`src/rtl/obstacle_row_scheduler_if.sv`:
```
// Bus between the frame/game control side and the obstacle row scheduler.
interface obstacle_row_scheduler_if #(
    parameter int unsigned NUM_ROWS = 6
);
    logic                          frame_tick;
    logic [1:0]                    state;
    logic                          cfg_we;
    logic [2:0]                    cfg_row;
    logic                          cfg_dir;
    logic [2:0]                    cfg_speed;
    logic [NUM_ROWS-1:0][9:0]      row_offset;
    logic                          update_busy;
    logic                          update_done;
    logic                          overrun;

    modport master (
        output frame_tick, state, cfg_we, cfg_row, cfg_dir, cfg_speed,
        input  row_offset, update_busy, update_done, overrun
    );

    modport slave (
        input  frame_tick, state, cfg_we, cfg_row, cfg_dir, cfg_speed,
        output row_offset, update_busy, update_done, overrun
    );
endinterface

```
`src/rtl/obstacle_row_scheduler.sv`:
```
// Per-frame scroll offset update for all obstacle rows, one row per clock
// through a single shared add/wrap unit.
module obstacle_row_scheduler #(
    parameter int unsigned NUM_ROWS = 6,
    parameter int unsigned SCREEN_W = 640
) (
    input  logic                    clk,
    input  logic                    reset,
    obstacle_row_scheduler_if.slave bus
);
    localparam int unsigned OFF_W = 10;
    localparam int unsigned IDX_W = 3;
    localparam int unsigned SPD_W = 3;

    localparam logic [OFF_W-1:0] SCREEN_W_V = OFF_W'(SCREEN_W);
    localparam logic [IDX_W-1:0] LAST_ROW   = IDX_W'(NUM_ROWS - 1);
    localparam logic [1:0]       GS_START   = 2'b00;
    localparam logic [1:0]       GS_PLAYING = 2'b01;

    typedef enum logic [1:0] {
        IDLE   = 2'd0,
        UPDATE = 2'd1,
        DONE   = 2'd2
    } fsm_t;

    fsm_t                           fsm_q;
    logic [IDX_W-1:0]               idx_q;
    logic [NUM_ROWS-1:0][OFF_W-1:0] offset_q;
    logic [NUM_ROWS-1:0]            dir_q;
    logic [NUM_ROWS-1:0][SPD_W-1:0] speed_q;
    logic                           busy_q;
    logic                           done_q;
    logic                           overrun_q;

    logic [OFF_W-1:0] cur_off;
    logic [OFF_W-1:0] cur_spd;
    logic [OFF_W-1:0] span;
    logic             cur_dir;
    logic [OFF_W-1:0] nxt_off;

    // Shared add/wrap unit; span = SCREEN_W - s keeps every term within 10 bits.
    always_comb begin
        cur_off = offset_q[idx_q];
        cur_dir = dir_q[idx_q];
        cur_spd = OFF_W'(speed_q[idx_q]);
        span    = SCREEN_W_V - cur_spd;
        nxt_off = cur_off;
        if (!cur_dir) begin
            nxt_off = (cur_off >= span) ? (cur_off - span) : (cur_off + cur_spd);
        end else begin
            nxt_off = (cur_off >= cur_spd) ? (cur_off - cur_spd) : (cur_off + span);
        end
    end

    // Sweep FSM, speed configuration, game-state gating and overrun tracking.
    always_ff @(posedge clk) begin
        if (reset) begin
            fsm_q     <= IDLE;
            idx_q     <= '0;
            offset_q  <= '0;
            busy_q    <= 1'b0;
            done_q    <= 1'b0;
            overrun_q <= 1'b0;
            for (int r = 0; r < int'(NUM_ROWS); r++) begin
                dir_q[r]   <= r[0];
                speed_q[r] <= SPD_W'((r % 3) + 1);
            end
        end else begin
            // The arithmetic above reads the pre-write value, so a write to the
            // row in flight only takes effect on the next frame.
            if (bus.cfg_we && (int'(bus.cfg_row) < int'(NUM_ROWS))) begin
                dir_q[bus.cfg_row]   <= bus.cfg_dir;
                speed_q[bus.cfg_row] <= bus.cfg_speed;
            end

            if (bus.frame_tick && (fsm_q != IDLE)) begin
                overrun_q <= 1'b1;
            end

            if (bus.state == GS_START) begin
                fsm_q    <= IDLE;
                idx_q    <= '0;
                offset_q <= '0;
                busy_q   <= 1'b0;
                done_q   <= 1'b0;
            end else begin
                case (fsm_q)
                    IDLE: begin
                        done_q <= 1'b0;
                        if (bus.frame_tick && (bus.state == GS_PLAYING)) begin
                            fsm_q  <= UPDATE;
                            idx_q  <= '0;
                            busy_q <= 1'b1;
                        end
                    end
                    UPDATE: begin
                        offset_q[idx_q] <= nxt_off;
                        idx_q           <= idx_q + IDX_W'(1);
                        if (idx_q == LAST_ROW) begin
                            fsm_q  <= DONE;
                            busy_q <= 1'b0;
                            done_q <= 1'b1;
                        end
                    end
                    DONE: begin
                        fsm_q  <= IDLE;
                        done_q <= 1'b0;
                    end
                    default: begin
                        fsm_q  <= IDLE;
                        busy_q <= 1'b0;
                        done_q <= 1'b0;
                    end
                endcase
            end
        end
    end

    assign bus.row_offset  = offset_q;
    assign bus.update_busy = busy_q;
    assign bus.update_done = done_q;
    assign bus.overrun     = overrun_q;

endmodule

```
`src/flat_wrapper.sv`:
```
// flat-port wrapper written by rule: the top's interface ports become plain ports
module obstacle_row_scheduler_flat 
#(
    parameter int unsigned NUM_ROWS = 6,
    parameter int unsigned SCREEN_W = 640
)
  (clk, reset, bus_frame_tick, bus_state, bus_cfg_we, bus_cfg_row, bus_cfg_dir, bus_cfg_speed, bus_row_offset, bus_update_busy, bus_update_done, bus_overrun);
  obstacle_row_scheduler_if #(.NUM_ROWS(NUM_ROWS)) bus_i ();
  input  logic clk;
  input  logic reset;
  input wire logic [$bits(bus_i.frame_tick)-1:0] bus_frame_tick;
  input wire logic [$bits(bus_i.state)-1:0] bus_state;
  input wire logic [$bits(bus_i.cfg_we)-1:0] bus_cfg_we;
  input wire logic [$bits(bus_i.cfg_row)-1:0] bus_cfg_row;
  input wire logic [$bits(bus_i.cfg_dir)-1:0] bus_cfg_dir;
  input wire logic [$bits(bus_i.cfg_speed)-1:0] bus_cfg_speed;
  output wire logic [$bits(bus_i.row_offset)-1:0] bus_row_offset;
  output wire logic [$bits(bus_i.update_busy)-1:0] bus_update_busy;
  output wire logic [$bits(bus_i.update_done)-1:0] bus_update_done;
  output wire logic [$bits(bus_i.overrun)-1:0] bus_overrun;
  assign bus_i.frame_tick = bus_frame_tick;
  assign bus_i.state = bus_state;
  assign bus_i.cfg_we = bus_cfg_we;
  assign bus_i.cfg_row = bus_cfg_row;
  assign bus_i.cfg_dir = bus_cfg_dir;
  assign bus_i.cfg_speed = bus_cfg_speed;
  assign bus_row_offset = bus_i.row_offset;
  assign bus_update_busy = bus_i.update_busy;
  assign bus_update_done = bus_i.update_done;
  assign bus_overrun = bus_i.overrun;
  obstacle_row_scheduler #(.NUM_ROWS(NUM_ROWS), .SCREEN_W(SCREEN_W)) u_core (.clk(clk), .reset(reset), .bus(bus_i));
endmodule
```
`config.mk`:
```
export PLATFORM = sky130hd
export DESIGN_NAME = obstacle_row_scheduler_flat
export DESIGN_NICKNAME = d
export VERILOG_FILES = /design/src/rtl/obstacle_row_scheduler_if.sv /design/src/rtl/obstacle_row_scheduler.sv /design/src/flat_wrapper.sv
export SDC_FILE = /design/constraint.sdc
export NUM_CORES = 1
export LEC_CHECK = 0
export ABC_AREA = 0
export BUFFER_PORTS_ARGS = -buffer_cell sky130_fd_sc_hd__buf_4
export CAP_MARGIN = 20
export CORE_MARGIN = 2
export CORE_UTILIZATION = 45
export CTS_BUF_LIST = sky130_fd_sc_hd__clkbuf_8
export CTS_CLUSTER_SIZE = 28
export DETAILED_ROUTE_END_ITERATION = 8
export GPL_TIMING_DRIVEN = 1
export PLACE_DENSITY = 0.64
export RECOVER_POWER = 100
export SLEW_MARGIN = 20
export SYNTH_ARGS = -nofsm -noshare
export SYNTH_HDL_FRONTEND = slang
export SYNTH_SLANG_ARGS = --single-unit
```
`constraint.sdc`:
```
create_clock -name clk -period 4.7 [get_ports clk]
set_input_delay 0.47 -clock clk [delete_from_list [all_inputs] [get_ports clk]]
set_output_delay 0.47 -clock clk [all_outputs]
set_load 0.01 [all_outputs]
```
==> impl_metrics.tcl <==
set metrics [dict create \
    status "finished clean" \
    drc 0 \
    powerDensity_nw_per_um2 273 \
    min_path_cells 2 \
    syn-num-nets 676 \
    vias_per_cell 5.75 \
    cts.sinks 92 \
    portBuffers 75 \
    yosysWarnings 0 \
    timing.slew.headroom 0.302 \
    drv_slew 0 \
    grt_max_degree 43 \
    async_flop_share 0 \
    startpoint_type "flop" \
    crit_path_end_kind "flop" \
    clkSlewWorstSetupHoldPaths_ns 0.10 \
    cap_violations 0 \
    ys_types 62 \
    die_h_microns 115 \
    setup_viol 0 \
    path_class "flop to flop" \
    clkLatencyLatePin_ns 0.37 \
    reg2reg_depth 14 \
    rr_endpoint "u_core.bus.row_offset[36]" \
    cts_resized 0 \
    cts_tree "built" \
    ys_ff_latch 92 \
    first_global_vias 4751 \
    reg2reg_slack_ns 0.34 \
    syn_inst 635 \
    coreArea_sq_um 12000 \
    grt_pass1_wl_microns 25300 \
    fmax_ghz 0.229 \
    h-tree-depth 3 \
    dr_total_vias 4936 \
    initial_core_util 0.463 \
    cts-buffers-inserted 9 \
    cp_cell_sequence "buf_4 -> mux2_2 -> a221o_1 -> nand2_1 -> inv_1 -> ha_1 -> or4b_1 -> a211oi_1 -> a211oi_1 -> a21o_4 -> o21ai_0 -> a21oi_1 -> a31oi_2 -> a21oi_1" \
    hpwl_microns 11700 \
    layout.cells.non_filler 859 \
    ys.flop_type "dfxtp_1" \
    synthToLayoutAreaGrowth_pct 12.7 \
    overflow 0 \
    p_leak_nw 2.36 \
    gp_congestion 0.911 \
    diodes 0 \
    hold_path_class "input port to flop" \
    firstDrtPassIters 5 \
    cp.arrival_ns 4.60 \
    n_fill_cell 1161 \
    final_nets 749 \
    max-vdd-ir-drop_v 0.000206 \
    postPlaceCellArea_sq_um 6310 \
    cts_setup_buffers 0 \
    syn_area_per_cell_sq_um 8.75 \
    cts-hold-fix-buffers 0 \
    fin_crit_sh 0.928 \
    wl_microns 15700 \
    netlist_area_sq_um 5560 \
    reg2reg_from "u_core.idx_q[2]" \
    final_layout_size_suffix_gt1_frac 0.121 \
    max_slew.worst_pin.slew_ns 1.04 \
    ios 76 \
    cts-root-buf "clkbuf_8" \
    synth_edf_count 0 \
    fin_skew_ns 0.0130 \
    die_area_sq_um 13300 \
    wire_per_inst_microns 18.3 \
    layout.cells.most_common "dfxtp_1" \
    antenna_found_initial 0 \
    drt_iter0_drc 326 \
    critPathRequiredTime_ns 4.94 \
    layout_common_cells "dfxtp_1, nor2_1, clkbuf_1" \
    fin_ws_ns 0.338 \
    cp_slowest_cell "dfxtp_2" \
    ant_nets 0 \
    design_area_sq_um 6260 \
    clk_path_buf_depth 2 \
    min_from "bus_cfg_dir" \
    fin_tns_setup_ns 0 \
    slowest_delay_ns 0.61 \
    rows 40 \
    seq_area_frac_synth 0.331 \
    crit_fanout 26 \
    rsz0062_at_grt "false" \
    min_delay_worst_endpoint "u_core.dir_q[1]" \
    min_period_ns 4.36 \
    dp.cells 844 \
    die-width_microns 115 \
    grtUsageTotal 0.243 \
    final_hold_viol_count 0 \
    pre_cts_slack_ns 0.455 \
]
==> sequential cells by signal, summed over array words and instances (netlist names) <==
name,count
u_core.speed_q,18
u_core.bus.overrun,1
u_core.idx_q,3
u_core.bus.update_done,1
u_core.bus.row_offset,60
u_core.fsm_q,2
u_core.bus.update_busy,1
u_core.dir_q,6
==> logic make-up (layout without fill, tap and decap cells) <==
family	Yosys count	in the layout	synth area share
xor+xnor	24	24	0.0392
simple gates	160	160	0.143
compound gates	190	190	0.226
buf+inv	72	149	0.0583
mux	69	69	0.134
fa+ha+maj	28	28	0.0685
flops	92	92	0.331
==> synthesized netlist by cell type (4+ instances only) <==
cell type / count / area share
mux2_2: 6 / 0.012
nand2b_1: 9 / 0.010
a221o_1: 8 / 0.014
mux2i_1: 57 / 0.10
clkbuf_1: 27 / 0.018
nor3_1: 8 / 0.0072
buf_2: 6 / 0.0054
a31oi_1: 4 / 0.0045
a21o_1: 4 / 0.0054
xnor2_1: 15 / 0.024
nand2_1: 30 / 0.020
nor2_1: 69 / 0.047
o22ai_1: 8 / 0.0090
nor3_2: 4 / 0.0072
a211o_1: 11 / 0.017
a211oi_1: 11 / 0.015
nor2b_1: 13 / 0.015
fa_1: 4 / 0.014
o221ai_1: 6 / 0.0095
o21ai_0: 49 / 0.044
nand3_1: 6 / 0.0054
inv_1: 32 / 0.022
a21oi_2: 4 / 0.0063
a21oi_1: 60 / 0.054
buf_6: 6 / 0.012
xor2_1: 8 / 0.013
dfxtp_1: 92 / 0.33
ha_1: 24 / 0.054
==> worst max path at each step <==
| stage | slack (ns) | depth (start not counted) | from | end |
|---|---|---|---|---|
| 2_1_floorplan | 0.41 | 18 | u_core.idx_q[2] | u_core.bus.row_offset[11] |
| 3_3_place_gp | 0.56 | 14 | u_core.idx_q[2] | u_core.bus.row_offset[56] |
| 3_5_place_dp | 0.45 | 14 | u_core.idx_q[2] | u_core.bus.row_offset[36] |
| 4_1_cts | 0.43 | 14 | u_core.idx_q[2] | u_core.bus.row_offset[16] |
| 5_1_grt | 0.09 | 16 | u_core.idx_q[1] | u_core.bus.row_offset[48] |
| 6_report | 0.34 | 14 | u_core.idx_q[2] | u_core.bus.row_offset[36] |
==> report_power, final <==
part	internal, W	total [W]	switching [W]
combinational	0.000121	0.000311	0.000190
clock	0.000303	0.000603	0.000300
sequential	0.000788	0.000796	0.00000705
total	0.00121	0.00171	0.000497
==> routing by layer <==
metal  up-vias  wire length (microns)  track usage
li1       2419                      -            -
met4         0                    188       0.0667
met1      2372                   7910        0.362
met5         -                      0            0
met2       133                   6890        0.366
met3        12                    728       0.0353
==> critical path: cells and delay by family (launching register included) <==
family | cells | cell delay [ns]
adders and majority gates | 1 | 0.37
muxes | 1 | 0.39
AOI/OAI and AO/OA | 8 | 1.67
DFF | 1 | 0.61
buffers and inverters | 2 | 0.57
and+or+nand+nor | 2 | 0.63
==> stage by stage <==
step / total power [W] / util / hold slack (ns)
2_1_floorplan: 0.00103 / - / 0.430
3_3_place_gp: 0.00112 / 0.525 / 0.437
3_5_place_dp: 0.00112 / 0.525 / 0.446
4_1_cts: 0.00172 / 0.543 / 0.322
5_1_grt: 0.00178 / 0.521 / 0.336
6_report: 0.00171 / 0.521 / 0.333
==> cell type report <==
type                    instances  area [sq um]  area share
inverters                      32           120      0.0192
clock buffers                   9           124      0.0198
multi-input cells             471          3380       0.540
flip-flops and latches         92          1840       0.294
well taps                     147           184      0.0294
clock inverters                 6          96.3      0.0154
repair buffers                102           515      0.0823
(Power assumes the default switching activity.)
